### src/rtl/ddr3_addr_lane_tx_ctrl.sv
// DDR3 address/command lane driver feeding a PolarFire IOD: 4:1 TX/OE data registers
// plus a MOVE/LOAD sequencer for the IOD dynamic delay line. Optional macro: DDR3_ADDR_HOLD_EN.
module ddr3_addr_lane_tx_ctrl #(
  parameter int   TAP_CNT_W  = 8,
  parameter int   MOVE_GAP   = 4,
  parameter logic IDLE_LEVEL = 1'b0
) (
  input  logic                 FAB_CLK,
  input  logic                 ARST,
  input  logic [3:0]           ADDR_PHASE,
  input  logic                 ADDR_VALID,
  input  logic                 DRIVE_EN,
  output logic [3:0]           TX_DATA_0,
  output logic [3:0]           OE_DATA_0,
  input  logic                 ADJ_REQ,
  input  logic                 ADJ_DIR,
  input  logic [TAP_CNT_W-1:0] ADJ_TAPS,
  input  logic                 ADJ_LOAD,
  input  logic                 ADJ_ERR_CLR,
  output logic                 ADJ_BUSY,
  output logic                 ADJ_DONE,
  output logic                 ADJ_ERR,
  output logic [TAP_CNT_W-1:0] TAP_MOVED,
  output logic                 DELAY_LINE_MOVE_0,
  output logic                 DELAY_LINE_DIRECTION_0,
  output logic                 DELAY_LINE_LOAD_0,
  input  logic                 DELAY_LINE_OUT_OF_RANGE_0
);

  localparam int GAP_W = (MOVE_GAP > 1) ? $clog2(MOVE_GAP) : 1;
  localparam logic [GAP_W-1:0] GAP_LAST = GAP_W'(MOVE_GAP - 1);

  typedef enum logic [2:0] {
    S_IDLE, S_SETUP, S_MOVE, S_LOAD, S_GAP, S_DONE
  } state_t;

  state_t               state, state_n;
  logic [3:0]           tx_q, oe_q;
  logic                 dir_q, load_op, err_q;
  logic [TAP_CNT_W-1:0] rem, tap_q;
  logic [GAP_W-1:0]     gap_cnt;
  logic                 gap_end, oor_hit, start_req, start_load;

  // Data path: one register stage in front of the IOD 4:1 serialiser
  always_ff @(posedge FAB_CLK or posedge ARST) begin
    if (ARST) begin
      tx_q <= {4{IDLE_LEVEL}};
      oe_q <= 4'b0000;
    end else begin
      oe_q <= {4{DRIVE_EN}};
      if (ADDR_VALID)
        tx_q <= ADDR_PHASE;
`ifdef DDR3_ADDR_HOLD_EN
      else
        tx_q <= tx_q;
`else
      else
        tx_q <= {4{IDLE_LEVEL}};
`endif
    end
  end

  assign start_load = (state == S_IDLE) && ADJ_LOAD;
  assign start_req  = (state == S_IDLE) && !ADJ_LOAD && ADJ_REQ;
  assign gap_end    = (gap_cnt == GAP_LAST);
  assign oor_hit    = (state == S_GAP) && DELAY_LINE_OUT_OF_RANGE_0;

  always_ff @(posedge FAB_CLK or posedge ARST) begin
    if (ARST) state <= S_IDLE;
    else      state <= state_n;
  end

  always_comb begin
    state_n = state;
    unique case (state)
      S_IDLE: begin
        if (ADJ_LOAD)                       state_n = S_LOAD;
        else if (ADJ_REQ && ADJ_TAPS != '0) state_n = S_SETUP;
        else if (ADJ_REQ)                   state_n = S_DONE;
      end
      S_SETUP: state_n = S_MOVE;
      S_MOVE:  state_n = S_GAP;
      S_LOAD:  state_n = S_GAP;
      S_GAP: begin
        // Out-of-range aborts immediately; leftover taps are dropped
        if (DELAY_LINE_OUT_OF_RANGE_0)        state_n = S_DONE;
        else if (gap_end && (rem == '0 || load_op)) state_n = S_DONE;
        else if (gap_end)                     state_n = S_MOVE;
      end
      S_DONE:  state_n = S_IDLE;
      default: state_n = S_IDLE;
    endcase
  end

  always_ff @(posedge FAB_CLK or posedge ARST) begin
    if (ARST) begin
      dir_q   <= 1'b0;
      load_op <= 1'b0;
      rem     <= '0;
      tap_q   <= '0;
      gap_cnt <= '0;
    end else begin
      if (start_req) begin
        dir_q   <= ADJ_DIR;
        rem     <= ADJ_TAPS;
        tap_q   <= '0;
        load_op <= 1'b0;
      end else if (start_load) begin
        load_op <= 1'b1;
      end
      if (state == S_MOVE) begin
        rem <= rem - 1'b1;
        if (tap_q != '1) tap_q <= tap_q + 1'b1;
      end
      if (state == S_GAP && !gap_end) gap_cnt <= gap_cnt + 1'b1;
      else                            gap_cnt <= '0;
    end
  end

  // Sticky error: a new hit wins over a simultaneous clear
  always_ff @(posedge FAB_CLK or posedge ARST) begin
    if (ARST)             err_q <= 1'b0;
    else if (oor_hit)     err_q <= 1'b1;
    else if (ADJ_ERR_CLR) err_q <= 1'b0;
  end

  assign TX_DATA_0              = tx_q;
  assign OE_DATA_0              = oe_q;
  assign ADJ_BUSY               = (state != S_IDLE);
  assign ADJ_DONE               = (state == S_DONE);
  assign ADJ_ERR                = err_q;
  assign TAP_MOVED              = tap_q;
  assign DELAY_LINE_MOVE_0      = (state == S_MOVE);
  assign DELAY_LINE_LOAD_0      = (state == S_LOAD);
  assign DELAY_LINE_DIRECTION_0 = dir_q;

endmodule

### config.mk
export PLATFORM = sky130hd
export DESIGN_NAME = ddr3_addr_lane_tx_ctrl
export DESIGN_NICKNAME = d
export VERILOG_FILES = /design/src/rtl/ddr3_addr_lane_tx_ctrl.sv
export SDC_FILE = /design/constraint.sdc
export NUM_CORES = 1
export LEC_CHECK = 0
export BUFFER_PORTS_ARGS = -buffer_cell sky130_fd_sc_hd__clkbuf_2
export CAP_MARGIN = 20
export CORE_ASPECT_RATIO = 1.2
export CORE_MARGIN = 5
export CORE_UTILIZATION = 40
export DETAILED_ROUTE_END_ITERATION = 7
export PLACE_DENSITY_LB_ADDON = 0.25
export SYNTH_ARGS = -nofsm -noshare
export SYNTH_HDL_FRONTEND = slang
export SYNTH_SLANG_ARGS = --single-unit
### constraint.sdc
create_clock -name FAB_CLK -period 2 [get_ports FAB_CLK]
set_input_delay 0.3 -clock FAB_CLK [delete_from_list [all_inputs] [get_ports FAB_CLK]]
set_output_delay 0.3 -clock FAB_CLK [all_outputs]
set_load 0.005 [all_outputs]
Word-level counts from Yosys, hierarchy flattened
Index checks and enable logic that the tools add are counted.
{"block": "word_totals", "regBits": 29, "input_bits": 21}
{"block": "classes", "n_addsub": 3, "n_eq_ne": 9, "n_mux": 18, "reduce_logical": 19}
{"op": "8-bit two-way mux", "n": 5}
{"op": "3-bit two-way mux", "n": 6}
{"op": "3-bit one-hot mux with 4 select lines", "n": 1}
{"op": "8-bit by 1-bit adder with 8-bit output (second input constant)", "n": 1}
{"op": "8-bit logical NOT", "n": 1}
{"op": "4-bit by 3-bit != test with 1-bit output (second input constant)", "n": 2}
{"op": "8-bit != test (second input constant)", "n": 1}
{"op": "8-bit nonzero test", "n": 1}
{"op": "8-bit by 1-bit subtractor with 8-bit output (second input constant)", "n": 1}
{"op": "1-bit logical AND", "n": 7}
{"op": "3-bit by 2-bit == test with 1-bit output (second input constant)", "n": 2}
{"op": "3-bit == test (second input constant)", "n": 2}
{"op": "2-bit nonzero test", "n": 3}
{"op": "1-bit two-way mux", "n": 4}
{"op": "4-bit two-way mux", "n": 1}
{"op": "3-bit by 1-bit == test with 1-bit output (second input constant)", "n": 1}
{"op": "3-bit logical NOT", "n": 1}
{"op": "3-bit nonzero test", "n": 1}
{"op": "2-bit by 1-bit adder with 2-bit output (second input constant)", "n": 1}
{"op": "2-bit == test (second input constant)", "n": 1}
{"op": "1-bit logical NOT", "n": 2}
{"op": "2-bit two-way mux", "n": 1}
{"op": "2-bit AND reduction", "n": 1}
{"op": "2-bit OR reduction", "n": 1}
{"op": "1-bit logical OR", "n": 1}

Longest topological paths before layout
Gate-level depths: netlist of the first run.
{"block": "logic_depth", "depth_word": 6, "depth_mapped": 6}

Worst setup path before layout of the first run
OpenSTA, ideal clock, no wires.
{"block": "synth_timing", "kind": "flip-flop to flip-flop", "from": "reg state[0]", "to": "reg rem[5]", "setup_time_ns": 0.120, "arrival_ns": 1.570, "t_required_ns": 1.880, "setup_slack_ns": 0.310, "stages_incl_launch_ff": 6, "path_buffers": 2, "synth_period_minus_slack_ns": 1.690, "cell_sequence": "dfrtp_1 -> or3b_1 -> or3_1 -> buf_6 -> buf_6 -> a31o_1"}
{"block": "synth_between", "elab_chain_cells": 4, "word_cells_on_any_way": 6, "classes_between": "eq/ne: 1; mux: 1; reduce/logical: 4"}
{"item": "start: declaration", "line_no": "37", "rtl": "state_t state, state_n;"}
{"item": "start signal: assignment", "line_no": "70", "rtl": "else state <= state_n;"}
{"item": "3-bit logical NOT", "line_no": "64", "rtl": "assign start_req = (state == S_IDLE) && !ADJ_LOAD && ADJ_REQ;"}
{"item": "1-bit logical AND (2 in a row)", "line_no": "64"}
{"item": "2-bit nonzero test (no line)"}
{"item": "end signal: assignment", "line_no": "112", "rtl": "rem <= rem - 1'b1;"}
{"item": "end: declaration", "line_no": "40", "rtl": "logic [TAP_CNT_W-1:0] rem, tap_q;"}
Parallel ways exist; a longest one is shown, timed or not.
A chain may end at the register's enable or synchronous reset.

Worst setup path in the final report of the first run
{"block": "layout_timing", "from": "reg state[0]", "to": "reg rem[2]"}
Same word-level chain as after synthesis.

==> flow_summary.ini, run 1 <==
[setup_path]
worstRegToRegCells = 4
critPathCaptureType = flop
worst-r2r-setup-slack_ps = 100
worst-path-max-fanout = 15
reg2reg_from = state[0]
cp.required_ps = 2130
worstSetupStartpointType = flop
crit_arrival_ps = 2030
r2r-end = rem[2]
path_class = flop to flop

[global_routing]
grt_pass1_vias = 1339
antenna_found_initial = 0
grt_max_degree = 30
globalRouteOverflowTotal = 0
grtUsageTotal_pct = 15.2
grt_pass1_wl_um = 6070

[clock_network]
clk_latency_ps = 280
postCtsHoldBufs = 0
cts_resized = 0
cts_tree = done
clock-sinks = 29
clock-root-buffer = clkbuf_8
cts_max_level = 2
clk_path_buf_depth = 2
cts.reportedPaths.clkPinSlew_ps = 60
cts_buffers = 5
cts_setup_buffers = 0

[timing]
final-max-slew-violation-count = 0
period_share_pct = 95.2
relSlewSlack_pct = 56.7
fmax_ghz = 0.525
worst_slew_pin_slew_ps = 643
setup-violations-final = 0
rsz0062_at_grt = false
clock_skew_ps = 7.00
fin_crit_ps = 1900
hold_violations = 0
finalSetupTns_ps = 0

[synthesis]
yosysSeqAreaShare_pct = 48.2
postSynthAreaPerCell_um2 = 9.84
synth.distinct_cells = 43
synth_area_um2 = 1510
synthCells = 153
syn_nets = 178
ys_ff_latch = 29
yosys_warnings = 0

[cells_and_area]
area_growth_pct = 22.5
num_antenna_cells = 0
final_util_pct = 50.8
drive_gt1_share_pct = 29.6
finalNonFillerCells = 251
nets = 224
fin_area_um2 = 1840

[detailed_routing]
wl_per_cell_um = 14.5
vias = 1337
totalWireLength_um = 3640
first_pass_iters = 4
via_per_inst = 5.33
drc = 0
drtIter0Drc = 54
detail-route-antenna-nets = 0

[die]
num_rows = 24
dieHeight_um = 77.2
core_area_um2 = 3630
die-area_um2 = 5100
pin_count = 43
die_x_um = 66
start_util_pct = 41.4

[power]
leakagePower_uw = 0.000900
powerDensity_nw_per_um2 = 1250
peakVddDrop_mv = 0.512
total_power_uw = 2310

[placement]
io_buffer_count = 42
gp_congestion = 0.888
placedCellCount = 244
dp_hpwl_um = 2800
post_dp_cell_area_um2 = 1760

[min_path]
hold_path.class = input port to async pin

[job]
cap_violations = 0

[status]
status = finished, final reports clean
critical path, cell delays in order, from the launching register on:
cell and delay (ps):
dfrtp_1 440, or3b_1 420, or3_1 580, o21ai_0 260, a21oi_1 60
layout by cell type, fill, tap and decap left out, types with 2 or more instances in the layout:
cell type / instances
a211oi_1: 3
a21oi_1: 6
a22o_1: 2
a311oi_1: 3
and2_1: 4
and3b_1: 3
buf_4: 5
clkbuf_2: 42
clkbuf_8: 6
dfrtp_1: 29
ha_1: 4
inv_1: 6
mux2i_1: 4
nand2_1: 13
nand3_1: 10
nor2_1: 13
nor3_1: 2
nor4_1: 4
o211ai_1: 2
o21ai_0: 7
o21ai_1: 3
o22ai_1: 3
o31ai_1: 2
or2_2: 2
or3b_1: 2
cell usage after synthesis, drive strengths merged:
| cell | count | share of area (%) |
|---|---|---|
| a211oi | 3 | 1.5 |
| a21o | 1 | 0.50 |
| a21oi | 6 | 2.0 |
| a22o | 2 | 1.2 |
| a311oi | 3 | 1.7 |
| a31o | 1 | 0.58 |
| a31oi | 1 | 0.42 |
| a41oi | 1 | 0.58 |
| and2 | 4 | 1.7 |
| and3 | 1 | 0.42 |
| and3b | 3 | 1.7 |
| and4 | 1 | 0.75 |
| buf | 6 | 3.5 |
| clkbuf | 2 | 0.50 |
| clkinv | 1 | 0.33 |
| dfrtp | 29 | 48 |
| ha | 4 | 3.3 |
| inv | 6 | 1.5 |
| mux2i | 4 | 2.7 |
| nand2 | 13 | 3.2 |
| nand2b | 1 | 0.42 |
| nand3 | 10 | 3.3 |
| nand4 | 1 | 0.42 |
| nand4b | 1 | 0.58 |
| nor2 | 13 | 3.2 |
| nor3 | 3 | 1.3 |
| nor3b | 1 | 0.50 |
| nor4 | 4 | 1.7 |
| o211ai | 2 | 1.0 |
| o21ai | 10 | 3.3 |
| o22ai | 3 | 1.2 |
| o311ai | 1 | 1.1 |
| o31ai | 2 | 1.0 |
| o41ai | 1 | 0.58 |
| or2 | 3 | 1.2 |
| or3 | 1 | 0.42 |
| or3b | 2 | 1.2 |
| xnor2 | 1 | 0.58 |
| xor2 | 1 | 0.58 |
stage by stage:
step	hold WS, ps	setup WS (ps)
final	71.7	95.7
after detailed placement	379	122
after CTS	80.8	97.9
after global placement	374	175
after global routing	106	24.3
after floorplan	331	310
logic make-up (layout without fill, tap and decap cells):
family,after synthesis,after routing,synth area share (%)
mux,4,4,2.66
buf+inv,15,61,5.82
fa+ha+maj,4,4,3.33
compound gates,37,37,16.7
flops,29,29,48.2
xor+xnor,2,2,1.16
simple gates,62,62,22.1
worst max path at each step:
stage,start,to,slack (ps),cells after the start
floorplan,state[0],rem[5],310,5
global placement,state[0],rem[2],180,4
detailed placement,state[0],rem[2],120,4
CTS,state[0],rem[2],100,4
global route,state[0],rem[2],20,4
finish,state[0],rem[2],100,4
state kept, by name, summed over array words and instances, names as in the netlist:
| name | count |
|---|---|
| load_op | 1 |
| rem | 8 |
| OE_DATA_0 | 1 |
| TAP_MOVED | 8 |
| DELAY_LINE_DIRECTION_0 | 1 |
| state | 3 |
| TX_DATA_0 | 4 |
| ADJ_ERR | 1 |
| gap_cnt | 2 |
final cells by class:
type	instances	area, µm²
flip-flops and latches	29	726
fillers	343	1790
multi-input cells	109	692
clock buffers	7	86.3
repair buffers	47	248
inverters	7	27.5
well taps	52	65.1
routing by layer:
layer	global-route usage (%)	wire length (µm)	vias to the layer above
met5	0	0	-
li1	-	-	644
met2	26.8	1870	41
met4	4.47	40	0
met1	16.7	1480	645
met3	5.56	239	7
report_power, final:
| group | internal (µW) | switching [µW] |
|---|---|---|
| logic | 384 | 473 |
| registers | 787 | 186 |
| clock network | 272 | 207 |
(Power assumes the default switching activity.)
==> run 2, diff against run 1 <==
--- a/config.mk
+++ b/config.mk
@@ -6,4 +6,5 @@
 export NUM_CORES = 1
 export LEC_CHECK = 0
+export ABC_AREA = 0
 export BUFFER_PORTS_ARGS = -buffer_cell sky130_fd_sc_hd__clkbuf_2
 export CAP_MARGIN = 20
==> constraint.sdc (replaced) <==
create_clock -name FAB_CLK -period 2 [get_ports FAB_CLK]
set_input_delay 0.3 -clock FAB_CLK [delete_from_list [all_inputs] [get_ports FAB_CLK]]
set_output_delay 0.3 -clock FAB_CLK [all_outputs]
set_load 0.05 [all_outputs]
==> flow_summary.ini, run 2 (same netlist as run 1, synthesis figures left out) <==
[detailed_routing]
met2_length_um = 1860
highest_layer = met4
wl_per_cell_um = 14.5
drc = 0
totalWireLength_um = 3650
detail-route-antenna-nets = 0
via_per_inst = 5.28
m1WireLength_um = 1500
met3WireLength_um = 238
first_pass_iters = 4
vias = 1326
drtIter0Drc = 55

[timing]
rsz0062_at_grt = false
fin_crit_ps = 1910
worst_slew_pin_slew_ps = 643
final-max-slew-violation-count = 0
fmax_ghz = 0.523
setup-violations-final = 0
relSlewSlack_pct = 56.7
fin_ws_ps = 89.6
hold_violations = 0
holdWs_ps = 72.0
period_share_pct = 95.5
finalSetupTns_ps = 0
clock_skew_ps = 6.95

[clock_network]
clk_path_buf_depth = 2
cts.reportedPaths.clkPinSlew_ps = 60
cts_setup_buffers = 0
clock-root-buffer = clkbuf_8
cts_buffers = 5
cts_tree = done
clock-sinks = 29
clk_latency_ps = 280
cts_max_level = 2

[setup_path]
path_class = flop to flop
crit_arrival_ps = 2040
cp.required_ps = 2130
worst-r2r-setup-slack_ps = 90
r2r-end = rem[2]
worstRegToRegCells = 4
worst-path-max-fanout = 15
reg2reg_from = state[0]
critPathCaptureType = flop
worstSetupStartpointType = flop

[cells_and_area]
nets = 224
mostFrequentLayoutCell = clkbuf_2
finalNonFillerCells = 251
seqCellArea_um2 = 726
multiInputGateArea_um2 = 697
drive_gt1_share_pct = 30.7
area_growth_pct = 23.0
num-fill-cells = 342
num_antenna_cells = 0
mostFrequentLayoutCells = clkbuf_2 (40), dfrtp_1 (29), nand2_1 (13)

[die]
start_util_pct = 41.4
dieHeight_um = 77.2
die-area_um2 = 5100
core_area_um2 = 3630
num_rows = 24
die_x_um = 66
pin_count = 43

[global_routing]
grt_pass1_vias = 1339
antenna_found_initial = 0
grtUsageTotal_pct = 15.2
grt_pass1_wl_um = 6070
grt_max_degree = 30
globalRouteOverflowTotal = 0

[placement]
dp_hpwl_um = 2800
dp_slack_ps = 122
gp_congestion = 0.888
placedCellCount = 244
io_buffer_count = 42

[power]
peakVddDrop_mv = 0.513
powerDensity_nw_per_um2 = 1450
leakagePower_uw = 0.000901

[job]
cap_violations = 0

[min_path]
hold_path.class = input port to async pin

[status]
status = finished, final reports clean
## run 2: cell count changes in the layout (fill, tap and decap cells not counted)
cell,delta
or3b_4,+1
clkbuf_2,-2
or3b_1,-1
nor2_1,-1
buf_2,+1
clkbuf_4,+1
nor2_2,+1
## run 2: per-layer routing
layer	vias to the layer above	global-route usage, %
met3	7	5.56
met1	635	16.7
li1	643	-
met4	0	4.47
met2	41	26.8
met5	-	0
## run 2: worst max path at each step
stage / slack, ps / cells past startpoint / from / end
6_report: 90 / 4 / state[0] / rem[2]
5_1_grt: 20 / 4 / state[0] / rem[2]
4_1_cts: 50 / 3 / state[0] / DELAY_LINE_MOVE_0
3_5_place_dp: 120 / 4 / state[0] / rem[2]
3_3_place_gp: 180 / 4 / state[0] / rem[2]
2_1_floorplan: 170 / 5 / TAP_MOVED[0] / TAP_MOVED[2]
## run 2: where the power goes
group / switching, µW / leakage [µW] / internal (µW) / total, µW
combinational: 826 / 0.000488 / 398 / 1220
clock: 207 / 0.0000443 / 272 / 479
sequential: 187 / 0.000369 / 787 / 974
## run 2: layout make-up
type,count,area share [%]
Clock buffer,7,4.66
Inverter,7,1.49
Multi-Input combinational cell,109,37.6
Sequential cell,29,39.2
Tap cell,52,3.51
Timing Repair Buffer,47,13.5
## run 2: timing repair
item | in CTS | in global routing
gates resized for setup | 1 | 3
setup endpoints to repair | 1 | 2
hold buffers | 0 | 0
## run 2: worst max-delay path: stages (launching register included)
cell and delay (ps):
dfrtp_1 440, or3b_1 420, or3_1 580, o21ai_0 260, a21oi_1 60
## run 2: metrics by stage
stage               cell area [µm²]  utilization [%]  power, µW
CTS                            1850             50.8       2680
detailed placement             1760             48.4       2200
global placement               1760             48.4       2140
finish                         1850             51.0       2680
floorplan                      1510                -       1880
global route                   1850             51.0       2860
